--- src/rtl/mem_arb_pkg.sv ---
// Shared definitions for the unified-memory port arbiter: length codes,
// FSM states, requester ownership and the access alignment check.
package mem_arb_pkg;

    localparam logic [1:0] LEN_NONE = 2'b00;
    localparam logic [1:0] LEN_BYTE = 2'b01;
    localparam logic [1:0] LEN_HALF = 2'b10;
    localparam logic [1:0] LEN_WORD = 2'b11;

    typedef enum logic [1:0] {
        IDLE  = 2'b00,
        ISSUE = 2'b01,
        WAIT  = 2'b10,
        RESP  = 2'b11
    } arb_state_t;

    typedef enum logic {
        OWN_IF = 1'b0,
        OWN_DM = 1'b1
    } owner_t;

    // True when an access of this length may legally start at this byte offset.
    function automatic logic req_aligned(input logic [1:0] len, input logic [1:0] addr_lo);
        logic ok;
        case (len)
            LEN_BYTE: ok = 1'b1;
            LEN_HALF: ok = (addr_lo[0] == 1'b0);
            LEN_WORD: ok = (addr_lo == 2'b00);
            default:  ok = 1'b0;
        endcase
        return ok;
    endfunction

endpackage

--- src/rtl/mem_port_arbiter_if.sv ---
// Bundle of the IF, DM and memory-side handshake signals around the arbiter.
// slave = arbiter view, master = core + memory model view.
interface mem_port_arbiter_if #(
    parameter int ADDR_W = 32,
    parameter int DATA_W = 32
);
    logic              if_req_valid;
    logic              if_req_ready;
    logic [ADDR_W-1:0] if_addr;
    logic              if_resp_valid;
    logic [DATA_W-1:0] if_rdata;
    logic              if_resp_err;

    logic              dm_req_valid;
    logic              dm_req_ready;
    logic              dm_we;
    logic [ADDR_W-1:0] dm_addr;
    logic [DATA_W-1:0] dm_wdata;
    logic [1:0]        dm_length;
    logic              dm_signed;
    logic              dm_resp_valid;
    logic [DATA_W-1:0] dm_rdata;
    logic              dm_resp_err;

    logic              mem_req_valid;
    logic              mem_req_ready;
    logic              mem_we;
    logic [ADDR_W-1:0] mem_addr;
    logic [DATA_W-1:0] mem_wdata;
    logic [1:0]        mem_length;
    logic              mem_signed;
    logic              mem_resp_valid;
    logic [DATA_W-1:0] mem_rdata;

    modport slave (
        input  if_req_valid, if_addr,
        output if_req_ready, if_resp_valid, if_rdata, if_resp_err,
        input  dm_req_valid, dm_we, dm_addr, dm_wdata, dm_length, dm_signed,
        output dm_req_ready, dm_resp_valid, dm_rdata, dm_resp_err,
        output mem_req_valid, mem_we, mem_addr, mem_wdata, mem_length, mem_signed,
        input  mem_req_ready, mem_resp_valid, mem_rdata
    );

    modport master (
        output if_req_valid, if_addr,
        input  if_req_ready, if_resp_valid, if_rdata, if_resp_err,
        output dm_req_valid, dm_we, dm_addr, dm_wdata, dm_length, dm_signed,
        input  dm_req_ready, dm_resp_valid, dm_rdata, dm_resp_err,
        input  mem_req_valid, mem_we, mem_addr, mem_wdata, mem_length, mem_signed,
        output mem_req_ready, mem_resp_valid, mem_rdata
    );

endinterface

--- src/rtl/mem_arb_grant.sv ---
// DM-priority grant with a streak counter that forces an IF grant after
// MAX_DATA_STREAK consecutive DM grants taken while IF was waiting.
module mem_arb_grant #(
    parameter int MAX_DATA_STREAK = 4,
    parameter int SW              = $clog2(MAX_DATA_STREAK + 1)
) (
    input  logic clk,
    input  logic rst_n,
    input  logic if_valid,
    input  logic dm_valid,
    input  logic accept,
    output logic grant_if,
    output logic grant_dm
);

    localparam logic [SW-1:0] STREAK_MAX = SW'(MAX_DATA_STREAK);

    logic [SW-1:0] streak_r;
    logic          starved_s;

    // Grant decode: DM wins unless IF has waited out a full streak.
    always_comb begin
        starved_s = if_valid & (streak_r == STREAK_MAX);
        grant_dm  = dm_valid & ~starved_s;
        grant_if  = if_valid & ~grant_dm;
    end

    // Streak counter, updated only when a grant is actually taken.
    always_ff @(posedge clk or negedge rst_n) begin
        if (!rst_n) begin
            streak_r <= '0;
        end else if (accept) begin
            if (grant_dm && if_valid) begin
                streak_r <= (streak_r == STREAK_MAX) ? streak_r : streak_r + SW'(1);
            end else begin
                streak_r <= '0;
            end
        end else begin
            streak_r <= streak_r;
        end
    end

endmodule

--- src/rtl/mem_port_arbiter.sv ---
// Shares one single-ported memory between instruction fetch and load/store,
// one transaction in flight, with malformed-access rejection and timeout.
module mem_port_arbiter
    import mem_arb_pkg::*;
#(
    parameter int ADDR_W          = 32,
    parameter int DATA_W          = 32,
    parameter int MAX_DATA_STREAK = 4,
    parameter int TIMEOUT_CYCLES  = 16,
    parameter int TO_W            = $clog2(TIMEOUT_CYCLES + 1)
) (
    input  logic               SYS_clk,
    input  logic               SYS_reset_n,
    mem_port_arbiter_if.slave  bus
);

    localparam logic [TO_W-1:0] TO_LAST = TO_W'(TIMEOUT_CYCLES - 1);

    arb_state_t        state_r;
    owner_t            owner_r;
    logic              we_r;
    logic [ADDR_W-1:0] addr_r;
    logic [DATA_W-1:0] wdata_r;
    logic [1:0]        len_r;
    logic              signed_r;
    logic [TO_W-1:0]   to_cnt_r;

    logic              mem_req_valid_r;
    logic              if_resp_valid_r;
    logic              if_resp_err_r;
    logic [DATA_W-1:0] if_rdata_r;
    logic              dm_resp_valid_r;
    logic              dm_resp_err_r;
    logic [DATA_W-1:0] dm_rdata_r;

    logic              grant_if_s;
    logic              grant_dm_s;
    logic              if_req_ready_s;
    logic              dm_req_ready_s;
    logic              accept_s;
    logic              timeout_s;

    logic              cap_we_s;
    logic [ADDR_W-1:0] cap_addr_s;
    logic [DATA_W-1:0] cap_wdata_s;
    logic [1:0]        cap_len_s;
    logic              cap_signed_s;
    logic              cap_ok_s;

    logic              fin_s;
    logic              fin_err_s;
    logic              fin_dm_s;
    logic [DATA_W-1:0] fin_data_s;

    mem_arb_grant #(
        .MAX_DATA_STREAK (MAX_DATA_STREAK)
    ) u_grant (
        .clk      (SYS_clk),
        .rst_n    (SYS_reset_n),
        .if_valid (bus.if_req_valid),
        .dm_valid (bus.dm_req_valid),
        .accept   (accept_s),
        .grant_if (grant_if_s),
        .grant_dm (grant_dm_s)
    );

    // Handshake decode and selection of the request to be latched.
    always_comb begin
        if_req_ready_s = (state_r == IDLE) & bus.if_req_valid & grant_if_s;
        dm_req_ready_s = (state_r == IDLE) & bus.dm_req_valid & grant_dm_s;
        accept_s       = if_req_ready_s | dm_req_ready_s;
        timeout_s      = (to_cnt_r == TO_LAST);
        if (dm_req_ready_s) begin
            cap_we_s     = bus.dm_we;
            cap_addr_s   = bus.dm_addr;
            cap_wdata_s  = bus.dm_wdata;
            cap_len_s    = bus.dm_length;
            cap_signed_s = bus.dm_signed;
        end else begin
            cap_we_s     = 1'b0;
            cap_addr_s   = bus.if_addr;
            cap_wdata_s  = '0;
            cap_len_s    = LEN_WORD;
            cap_signed_s = 1'b0;
        end
        cap_ok_s = req_aligned(cap_len_s, cap_addr_s[1:0]);
    end

    // Decides when a transaction completes this cycle and with what response.
    always_comb begin
        fin_s      = 1'b0;
        fin_err_s  = 1'b0;
        fin_dm_s   = (owner_r == OWN_DM);
        fin_data_s = '0;
        case (state_r)
            IDLE: begin
                fin_dm_s  = dm_req_ready_s;
                fin_s     = accept_s & ~cap_ok_s;
                fin_err_s = accept_s & ~cap_ok_s;
            end
            ISSUE: begin
                fin_s     = ~bus.mem_req_ready & timeout_s;
                fin_err_s = ~bus.mem_req_ready & timeout_s;
            end
            WAIT: begin
                if (bus.mem_resp_valid) begin
                    fin_s      = 1'b1;
                    fin_data_s = we_r ? '0 : bus.mem_rdata;
                end else begin
                    fin_s     = timeout_s;
                    fin_err_s = timeout_s;
                end
            end
            default: begin
                fin_s = 1'b0;
            end
        endcase
    end

    // Transaction FSM with request registers and registered response outputs.
    always_ff @(posedge SYS_clk or negedge SYS_reset_n) begin
        if (!SYS_reset_n) begin
            state_r         <= IDLE;
            owner_r         <= OWN_IF;
            we_r            <= 1'b0;
            addr_r          <= '0;
            wdata_r         <= '0;
            len_r           <= LEN_NONE;
            signed_r        <= 1'b0;
            to_cnt_r        <= '0;
            mem_req_valid_r <= 1'b0;
            if_resp_valid_r <= 1'b0;
            if_resp_err_r   <= 1'b0;
            if_rdata_r      <= '0;
            dm_resp_valid_r <= 1'b0;
            dm_resp_err_r   <= 1'b0;
            dm_rdata_r      <= '0;
        end else begin
            // Response registers are set only on the cycle entering RESP.
            if (fin_s) begin
                if_resp_valid_r <= ~fin_dm_s;
                if_resp_err_r   <= ~fin_dm_s & fin_err_s;
                if_rdata_r      <= fin_dm_s ? '0 : fin_data_s;
                dm_resp_valid_r <= fin_dm_s;
                dm_resp_err_r   <= fin_dm_s & fin_err_s;
                dm_rdata_r      <= fin_dm_s ? fin_data_s : '0;
            end else begin
                if_resp_valid_r <= 1'b0;
                if_resp_err_r   <= 1'b0;
                if_rdata_r      <= '0;
                dm_resp_valid_r <= 1'b0;
                dm_resp_err_r   <= 1'b0;
                dm_rdata_r      <= '0;
            end

            case (state_r)
                IDLE: begin
                    if (accept_s) begin
                        owner_r  <= dm_req_ready_s ? OWN_DM : OWN_IF;
                        we_r     <= cap_we_s;
                        addr_r   <= cap_addr_s;
                        wdata_r  <= cap_wdata_s;
                        len_r    <= cap_len_s;
                        signed_r <= cap_signed_s;
                        to_cnt_r <= '0;
                        if (cap_ok_s) begin
                            state_r         <= ISSUE;
                            mem_req_valid_r <= 1'b1;
                        end else begin
                            state_r <= RESP;
                        end
                    end else begin
                        state_r <= IDLE;
                    end
                end
                ISSUE: begin
                    to_cnt_r <= to_cnt_r + TO_W'(1);
                    if (bus.mem_req_ready) begin
                        state_r         <= WAIT;
                        mem_req_valid_r <= 1'b0;
                    end else if (timeout_s) begin
                        state_r         <= RESP;
                        mem_req_valid_r <= 1'b0;
                    end else begin
                        state_r <= ISSUE;
                    end
                end
                WAIT: begin
                    to_cnt_r <= to_cnt_r + TO_W'(1);
                    state_r  <= fin_s ? RESP : WAIT;
                end
                RESP: begin
                    state_r <= IDLE;
                end
                default: begin
                    state_r         <= IDLE;
                    mem_req_valid_r <= 1'b0;
                end
            endcase
        end
    end

    assign bus.if_req_ready  = if_req_ready_s;
    assign bus.dm_req_ready  = dm_req_ready_s;
    assign bus.if_resp_valid = if_resp_valid_r;
    assign bus.if_resp_err   = if_resp_err_r;
    assign bus.if_rdata      = if_rdata_r;
    assign bus.dm_resp_valid = dm_resp_valid_r;
    assign bus.dm_resp_err   = dm_resp_err_r;
    assign bus.dm_rdata      = dm_rdata_r;

    // Memory side is driven from the latched request and forced to 0 outside ISSUE.
    assign bus.mem_req_valid = mem_req_valid_r;
    assign bus.mem_we        = mem_req_valid_r & we_r;
    assign bus.mem_addr      = mem_req_valid_r ? addr_r : '0;
    assign bus.mem_wdata     = mem_req_valid_r ? wdata_r : '0;
    assign bus.mem_length    = mem_req_valid_r ? len_r : LEN_NONE;
    assign bus.mem_signed    = mem_req_valid_r & signed_r;

endmodule

--- src/flat_wrapper.sv ---
// flat-port wrapper written by rule: the top's interface ports become plain ports
module mem_port_arbiter_flat import mem_arb_pkg::*;
#(
    parameter int ADDR_W          = 32,
    parameter int DATA_W          = 32,
    parameter int MAX_DATA_STREAK = 4,
    parameter int TIMEOUT_CYCLES  = 16,
    parameter int TO_W            = $clog2(TIMEOUT_CYCLES + 1)
)
  (SYS_clk, SYS_reset_n, bus_if_req_valid, bus_if_addr, bus_if_req_ready, bus_if_resp_valid, bus_if_rdata, bus_if_resp_err, bus_dm_req_valid, bus_dm_we, bus_dm_addr, bus_dm_wdata, bus_dm_length, bus_dm_signed, bus_dm_req_ready, bus_dm_resp_valid, bus_dm_rdata, bus_dm_resp_err, bus_mem_req_valid, bus_mem_we, bus_mem_addr, bus_mem_wdata, bus_mem_length, bus_mem_signed, bus_mem_req_ready, bus_mem_resp_valid, bus_mem_rdata);
  mem_port_arbiter_if #(.ADDR_W(ADDR_W), .DATA_W(DATA_W)) bus_i ();
  input  logic SYS_clk;
  input  logic SYS_reset_n;
  input wire logic [$bits(bus_i.if_req_valid)-1:0] bus_if_req_valid;
  input wire logic [$bits(bus_i.if_addr)-1:0] bus_if_addr;
  output wire logic [$bits(bus_i.if_req_ready)-1:0] bus_if_req_ready;
  output wire logic [$bits(bus_i.if_resp_valid)-1:0] bus_if_resp_valid;
  output wire logic [$bits(bus_i.if_rdata)-1:0] bus_if_rdata;
  output wire logic [$bits(bus_i.if_resp_err)-1:0] bus_if_resp_err;
  input wire logic [$bits(bus_i.dm_req_valid)-1:0] bus_dm_req_valid;
  input wire logic [$bits(bus_i.dm_we)-1:0] bus_dm_we;
  input wire logic [$bits(bus_i.dm_addr)-1:0] bus_dm_addr;
  input wire logic [$bits(bus_i.dm_wdata)-1:0] bus_dm_wdata;
  input wire logic [$bits(bus_i.dm_length)-1:0] bus_dm_length;
  input wire logic [$bits(bus_i.dm_signed)-1:0] bus_dm_signed;
  output wire logic [$bits(bus_i.dm_req_ready)-1:0] bus_dm_req_ready;
  output wire logic [$bits(bus_i.dm_resp_valid)-1:0] bus_dm_resp_valid;
  output wire logic [$bits(bus_i.dm_rdata)-1:0] bus_dm_rdata;
  output wire logic [$bits(bus_i.dm_resp_err)-1:0] bus_dm_resp_err;
  output wire logic [$bits(bus_i.mem_req_valid)-1:0] bus_mem_req_valid;
  output wire logic [$bits(bus_i.mem_we)-1:0] bus_mem_we;
  output wire logic [$bits(bus_i.mem_addr)-1:0] bus_mem_addr;
  output wire logic [$bits(bus_i.mem_wdata)-1:0] bus_mem_wdata;
  output wire logic [$bits(bus_i.mem_length)-1:0] bus_mem_length;
  output wire logic [$bits(bus_i.mem_signed)-1:0] bus_mem_signed;
  input wire logic [$bits(bus_i.mem_req_ready)-1:0] bus_mem_req_ready;
  input wire logic [$bits(bus_i.mem_resp_valid)-1:0] bus_mem_resp_valid;
  input wire logic [$bits(bus_i.mem_rdata)-1:0] bus_mem_rdata;
  assign bus_i.if_req_valid = bus_if_req_valid;
  assign bus_i.if_addr = bus_if_addr;
  assign bus_if_req_ready = bus_i.if_req_ready;
  assign bus_if_resp_valid = bus_i.if_resp_valid;
  assign bus_if_rdata = bus_i.if_rdata;
  assign bus_if_resp_err = bus_i.if_resp_err;
  assign bus_i.dm_req_valid = bus_dm_req_valid;
  assign bus_i.dm_we = bus_dm_we;
  assign bus_i.dm_addr = bus_dm_addr;
  assign bus_i.dm_wdata = bus_dm_wdata;
  assign bus_i.dm_length = bus_dm_length;
  assign bus_i.dm_signed = bus_dm_signed;
  assign bus_dm_req_ready = bus_i.dm_req_ready;
  assign bus_dm_resp_valid = bus_i.dm_resp_valid;
  assign bus_dm_rdata = bus_i.dm_rdata;
  assign bus_dm_resp_err = bus_i.dm_resp_err;
  assign bus_mem_req_valid = bus_i.mem_req_valid;
  assign bus_mem_we = bus_i.mem_we;
  assign bus_mem_addr = bus_i.mem_addr;
  assign bus_mem_wdata = bus_i.mem_wdata;
  assign bus_mem_length = bus_i.mem_length;
  assign bus_mem_signed = bus_i.mem_signed;
  assign bus_i.mem_req_ready = bus_mem_req_ready;
  assign bus_i.mem_resp_valid = bus_mem_resp_valid;
  assign bus_i.mem_rdata = bus_mem_rdata;
  mem_port_arbiter #(.ADDR_W(ADDR_W), .DATA_W(DATA_W), .MAX_DATA_STREAK(MAX_DATA_STREAK), .TIMEOUT_CYCLES(TIMEOUT_CYCLES), .TO_W(TO_W)) u_core (.SYS_clk(SYS_clk), .SYS_reset_n(SYS_reset_n), .bus(bus_i));
endmodule
--- config.mk ---
export PLATFORM = sky130hd
export DESIGN_NAME = mem_port_arbiter_flat
export DESIGN_NICKNAME = d
export VERILOG_FILES = /design/src/rtl/mem_arb_pkg.sv /design/src/rtl/mem_port_arbiter_if.sv /design/src/rtl/mem_arb_grant.sv /design/src/rtl/mem_port_arbiter.sv /design/src/flat_wrapper.sv
export SDC_FILE = /design/constraint.sdc
export NUM_CORES = 1
export LEC_CHECK = 0
export ABC_AREA = 1
export BUFFER_PORTS_ARGS = -buffer_cell sky130_fd_sc_hd__buf_2
export CORE_UTILIZATION = 48
export DETAILED_ROUTE_END_ITERATION = 7
export HOLD_SLACK_MARGIN = 0.05
export PLACE_DENSITY = 0.86
export SETUP_SLACK_MARGIN = 0.3
export SLEW_MARGIN = 0
export SYNTH_ARGS = -nofsm -noshare
export SYNTH_HDL_FRONTEND = slang
export SYNTH_HIERARCHICAL = 1
export SYNTH_SLANG_ARGS = --single-unit
--- constraint.sdc ---
create_clock -name SYS_clk -period 2.1 [get_ports SYS_clk]
set_input_delay 0.42 -clock SYS_clk [delete_from_list [all_inputs] [get_ports SYS_clk]]
set_output_delay 0.42 -clock SYS_clk [all_outputs]
set_load 0.02 [all_outputs]
==> results.txt <==
- The Yosys step of the flow raised 6 warnings.
* Vias in the first global route: 5847
- Among all stages on the critical path, the largest delay is contributed by sky130_fd_sc_hd__dfrtp_1.
- Yosys mapped the design onto 29 distinct sky130hd cell types.
- Setup violations remaining at the end of the flow were counted as 65.
- Overall routing resource usage: 27.8%
- Final period util: 104%
- First-pass DRT Iterations: 5
- Number of port buffers: 276
- The checks that failed: negative setup slack.
- Transition time at the pin with the least slew margin: 0.594 ns
* Wire length reported by the detailed router: 22600 um
- Averaged over all synthesized cells, the footprint is 9.29 sq um.
* Ratio of total power to cell area: 1370 nW/um^2
- H-Tree Depth: 4
- Max Freq: 459 MHz
- Peak VDD IR: 0.968 mV
* Crit path top cell by count: sky130_fd_sc_hd__nand2_4
- Number of antenna violations at the first check in global routing: 3
- In the final layout, the multi-input gates occupy 2840 sq um.
- RSZ-0062 raised after global routing: true
- met2 is the most crowded layer.
- Summing internal, switching and leakage power gives 14200 uW.
- Max Fanout on Critical Path: 8
- Summing all flip-flop and latch instances after layout gives 3700 sq um.
- The worst setup path is launched from a register.
- Final estimated routing congestion in global placement: 0.850
* Clk root buf: sky130_fd_sc_hd__clkbuf_16
- Relative to the synthesized area, the layout overhead comes to 58.5%.
- The smallest clock period supported by the final layout is computed as 2.18 ns.
* TritonCTS clock tree: done
- Clk Latency, worst-skew pair: 0.42 ns
- Synthesis produced a netlist whose cell count is 702.
- Worst-case headroom to the max-slew limit: 60.4%
* Placed cell count: 1133
* Gr ovfl total: 0
- Largest stage delay on the critical path: 0.40 ns
- Grt met1 use: 33.8%
* TritonCTS sink count: 148
- After synthesis, flip-flops and latches occupy 56.8% of the total area.
* Required time of the critical path: 2.44 ns
- Floorplan die area: 14100 sq um
- When the netlist entered floorplanning its net count stood at 849.
- Post-layout net count: 1169
- The mapped netlist covers 6520 sq um.
- Routed via count divided by cell count: 5.31
- After legalization and detailed placement, the total HPWL measured 12300 um.
- Routed via count: 6441
* Worst path cell trace: inv_2 -> ha_2 -> nand2_4 -> o21ai_2 -> inv_2 -> nand3_4 -> buf_6 -> nand2_4 -> nand2_2 -> nor2_2 -> nand2_2 -> nand3_2 -> nand2_4 -> nand2_8 -> buf_12 -> nor3_4
* Worst-case clock skew: 0.00855 ns
- After clock tree synthesis, the clock-pin slew on the worst setup and hold paths is 0.06 ns.
- Height of the die: 119 um
- MaxCap Viol Count: 0
- Post-route insts no fill: 1214
- Total clock buffers created by CTS: 17
- The first global-routing pass estimated 29900 um of wire.
- Global routing met3 resource utilization: 5.98%
- The detail route stage leaves a number of antenna-violating nets equal to 0.
- The flow ran to the end, but the final reports show violations.
- Row generation in the floorplan step produced 42 rows.
- For this run, the share of the core covered by cells in the final layout is 78.1%.
* Critical path capture point type: register
- 277 I/O pins were placed.
- Register bit total from synthesis: 148
* Share of post-route cells with drive strength above 1: 53.2%
- GR Layer Usage met2: 47.4%
* Largest net degree at the start of global routing: 50
- Most common cell after layout, fill and taps aside: sky130_fd_sc_hd__buf_2
- Core region area: 13200 sq um
* Most used cells in the layout excluding fill and tap cells: 228 x sky130_fd_sc_hd__buf_2, 147 x sky130_fd_sc_hd__dfrtp_1, 146 x sky130_fd_sc_hd__nand2_1
* Worst Path Class, Setup: register to register
* Fill count: 790
- Data arrival time of the critical path: 2.52 ns
- Once the floorplan was initialized, standard cells occupied 49.3% of the core.
- Detailed-route DRC error count: 0
- The die is 119 um wide.
* Initial DRC count: 452
- The min-delay analysis places its worst path in the category input pin to register.
- Clock Tree Buf Depth: 2
- Setup total negative slack on the finished layout was measured at -2.98 ns.
* WL/cell: 18.6 um
- The max-slew violation count was 0.
- Final worst setup slack: -0.0797 ns
- Leakage: 0.00564 uW
* Hold Fails Final Rpt: 0
-- path summary, 6_finish.rpt --
path / startpoint / end / slack, ns / cells past startpoint
max: u_core/u_grant/streak_r[0] / u_core/bus.if_rdata[18] / -0.08 / 16
min: bus_dm_wdata[3] / u_core/wdata_r[3] / 0.22 / 2
max reg2reg: u_core/u_grant/streak_r[0] / u_core/bus.if_rdata[18] / -0.08 / 16
min reg2reg: u_core/wdata_r[25] / u_core/wdata_r[25] / 0.50 / 1
max in group asynchronous: SYS_reset_n / u_core/addr_r[25] / 1.00 / 3
min in group asynchronous: SYS_reset_n / u_core/bus.dm_rdata[9] / 0.49 / 2
-- kinds of logic after synthesis --
logic type               synth area share (%)
flip-flops                               56.8
AO/OA/AOI/OAI                            9.17
adder cells (fa/ha/maj)                  1.73
AND/OR/NAND/NOR                          23.3
buffers and inverters                    8.99
-- critical path: cells and delay by family (launching register included) --
kind | cells | cell delay (ns)
compound gates | 1 | 0.13
buf+inv | 4 | 0.50
fa+ha+maj | 1 | 0.19
flops | 1 | 0.40
simple gates | 10 | 0.88
-- metal layers --
layer / up-vias / share of wire (%)
li1: 2871 / -
met1: 3112 / 37
met2: 375 / 52
met3: 83 / 6.7
met4: 0 / 4.0
met5: - / 0
-- Yosys cell counts --
library cell,instances,area (sq um)
sky130_fd_sc_hd__nand2_1,190,713
sky130_fd_sc_hd__dfrtp_1,148,3700
sky130_fd_sc_hd__inv_1,97,364
sky130_fd_sc_hd__nor2_1,56,210
sky130_fd_sc_hd__a22o_1,34,298
sky130_fd_sc_hd__a31oi_1,31,194
sky130_fd_sc_hd__nor3_2,29,290
sky130_fd_sc_hd__clkbuf_1,20,75.1
sky130_fd_sc_hd__nor2_2,20,125
sky130_fd_sc_hd__buf_2,10,50.1
sky130_fd_sc_hd__ha_1,9,113
sky130_fd_sc_hd__nor3_1,8,40.0
sky130_fd_sc_hd__nand3_1,7,35.0
sky130_fd_sc_hd__buf_6,6,67.6
sky130_fd_sc_hd__o21ai_0,6,30.0
sky130_fd_sc_hd__a21oi_1,5,25.0
sky130_fd_sc_hd__buf_1,4,15.0
sky130_fd_sc_hd__o22ai_1,4,25.0
sky130_fd_sc_hd__inv_2,2,7.51
sky130_fd_sc_hd__nand2_4,2,22.5
sky130_fd_sc_hd__nand3_2,2,20.0
sky130_fd_sc_hd__nand3_4,2,35.0
sky130_fd_sc_hd__nand4_1,2,12.5
sky130_fd_sc_hd__o21ai_1,2,10.0
sky130_fd_sc_hd__or2_2,2,12.5
sky130_fd_sc_hd__buf_4,1,7.51
sky130_fd_sc_hd__nand2_2,1,6.26
sky130_fd_sc_hd__o21a_1,1,7.51
sky130_fd_sc_hd__o21ai_2,1,8.76
-- per-stage QoR --
| stage | hold slack, ns | setup slack (ns) | area [sq um] |
|---|---|---|---|
| final | 0.218 | -0.0797 | 10300 |
| after global routing | 0.206 | -0.175 | 10300 |
| after CTS | 0.210 | -0.00696 | 9210 |
| after detailed placement | 0.363 | -0.0523 | 8210 |
| after global placement | 0.364 | 0.0798 | 8210 |
| after floorplan | 0.124 | 0.260 | 6560 |
-- sequential cells by signal, indices dropped and copies added, names as in the netlist, 2 cells and up --
register / cells
u_core/to_cnt_r: 5
u_core/wdata_r: 32
u_core/addr_r: 32
u_core/len_r: 2
u_core/u_grant/streak_r: 3
u_core/state_r: 2
u_core/bus.dm_rdata: 32
u_core/bus.if_rdata: 32
-- power breakdown --
group          total (uW)  switching (uW)  internal [uW]
Combinational        7210            4140           3080
Clock                2820            1230           1590
Sequential           4160             596           3560
Total               14200            5970           8230
-- what timing repair did --
item,CTS,global route
endpoints found under the setup margin,156,217
cloned,5,10
hold buffers,1,0
buffers inserted,19,11
pin swaps,6,21
gates resized for setup,47,254
hold endpoints to repair,38,0
-- layout make-up --
cell class,instances,area share [%]
tap,176,2.13
inverter,99,3.71
sequential,148,35.8
timing repair buffer,342,25.4
clock buffer,20,4.42
multi-input combinational,414,27.5
antenna,3,0.0726
clock inverter,12,0.932
No activity file was read; power rests on OpenSTA's default activity.
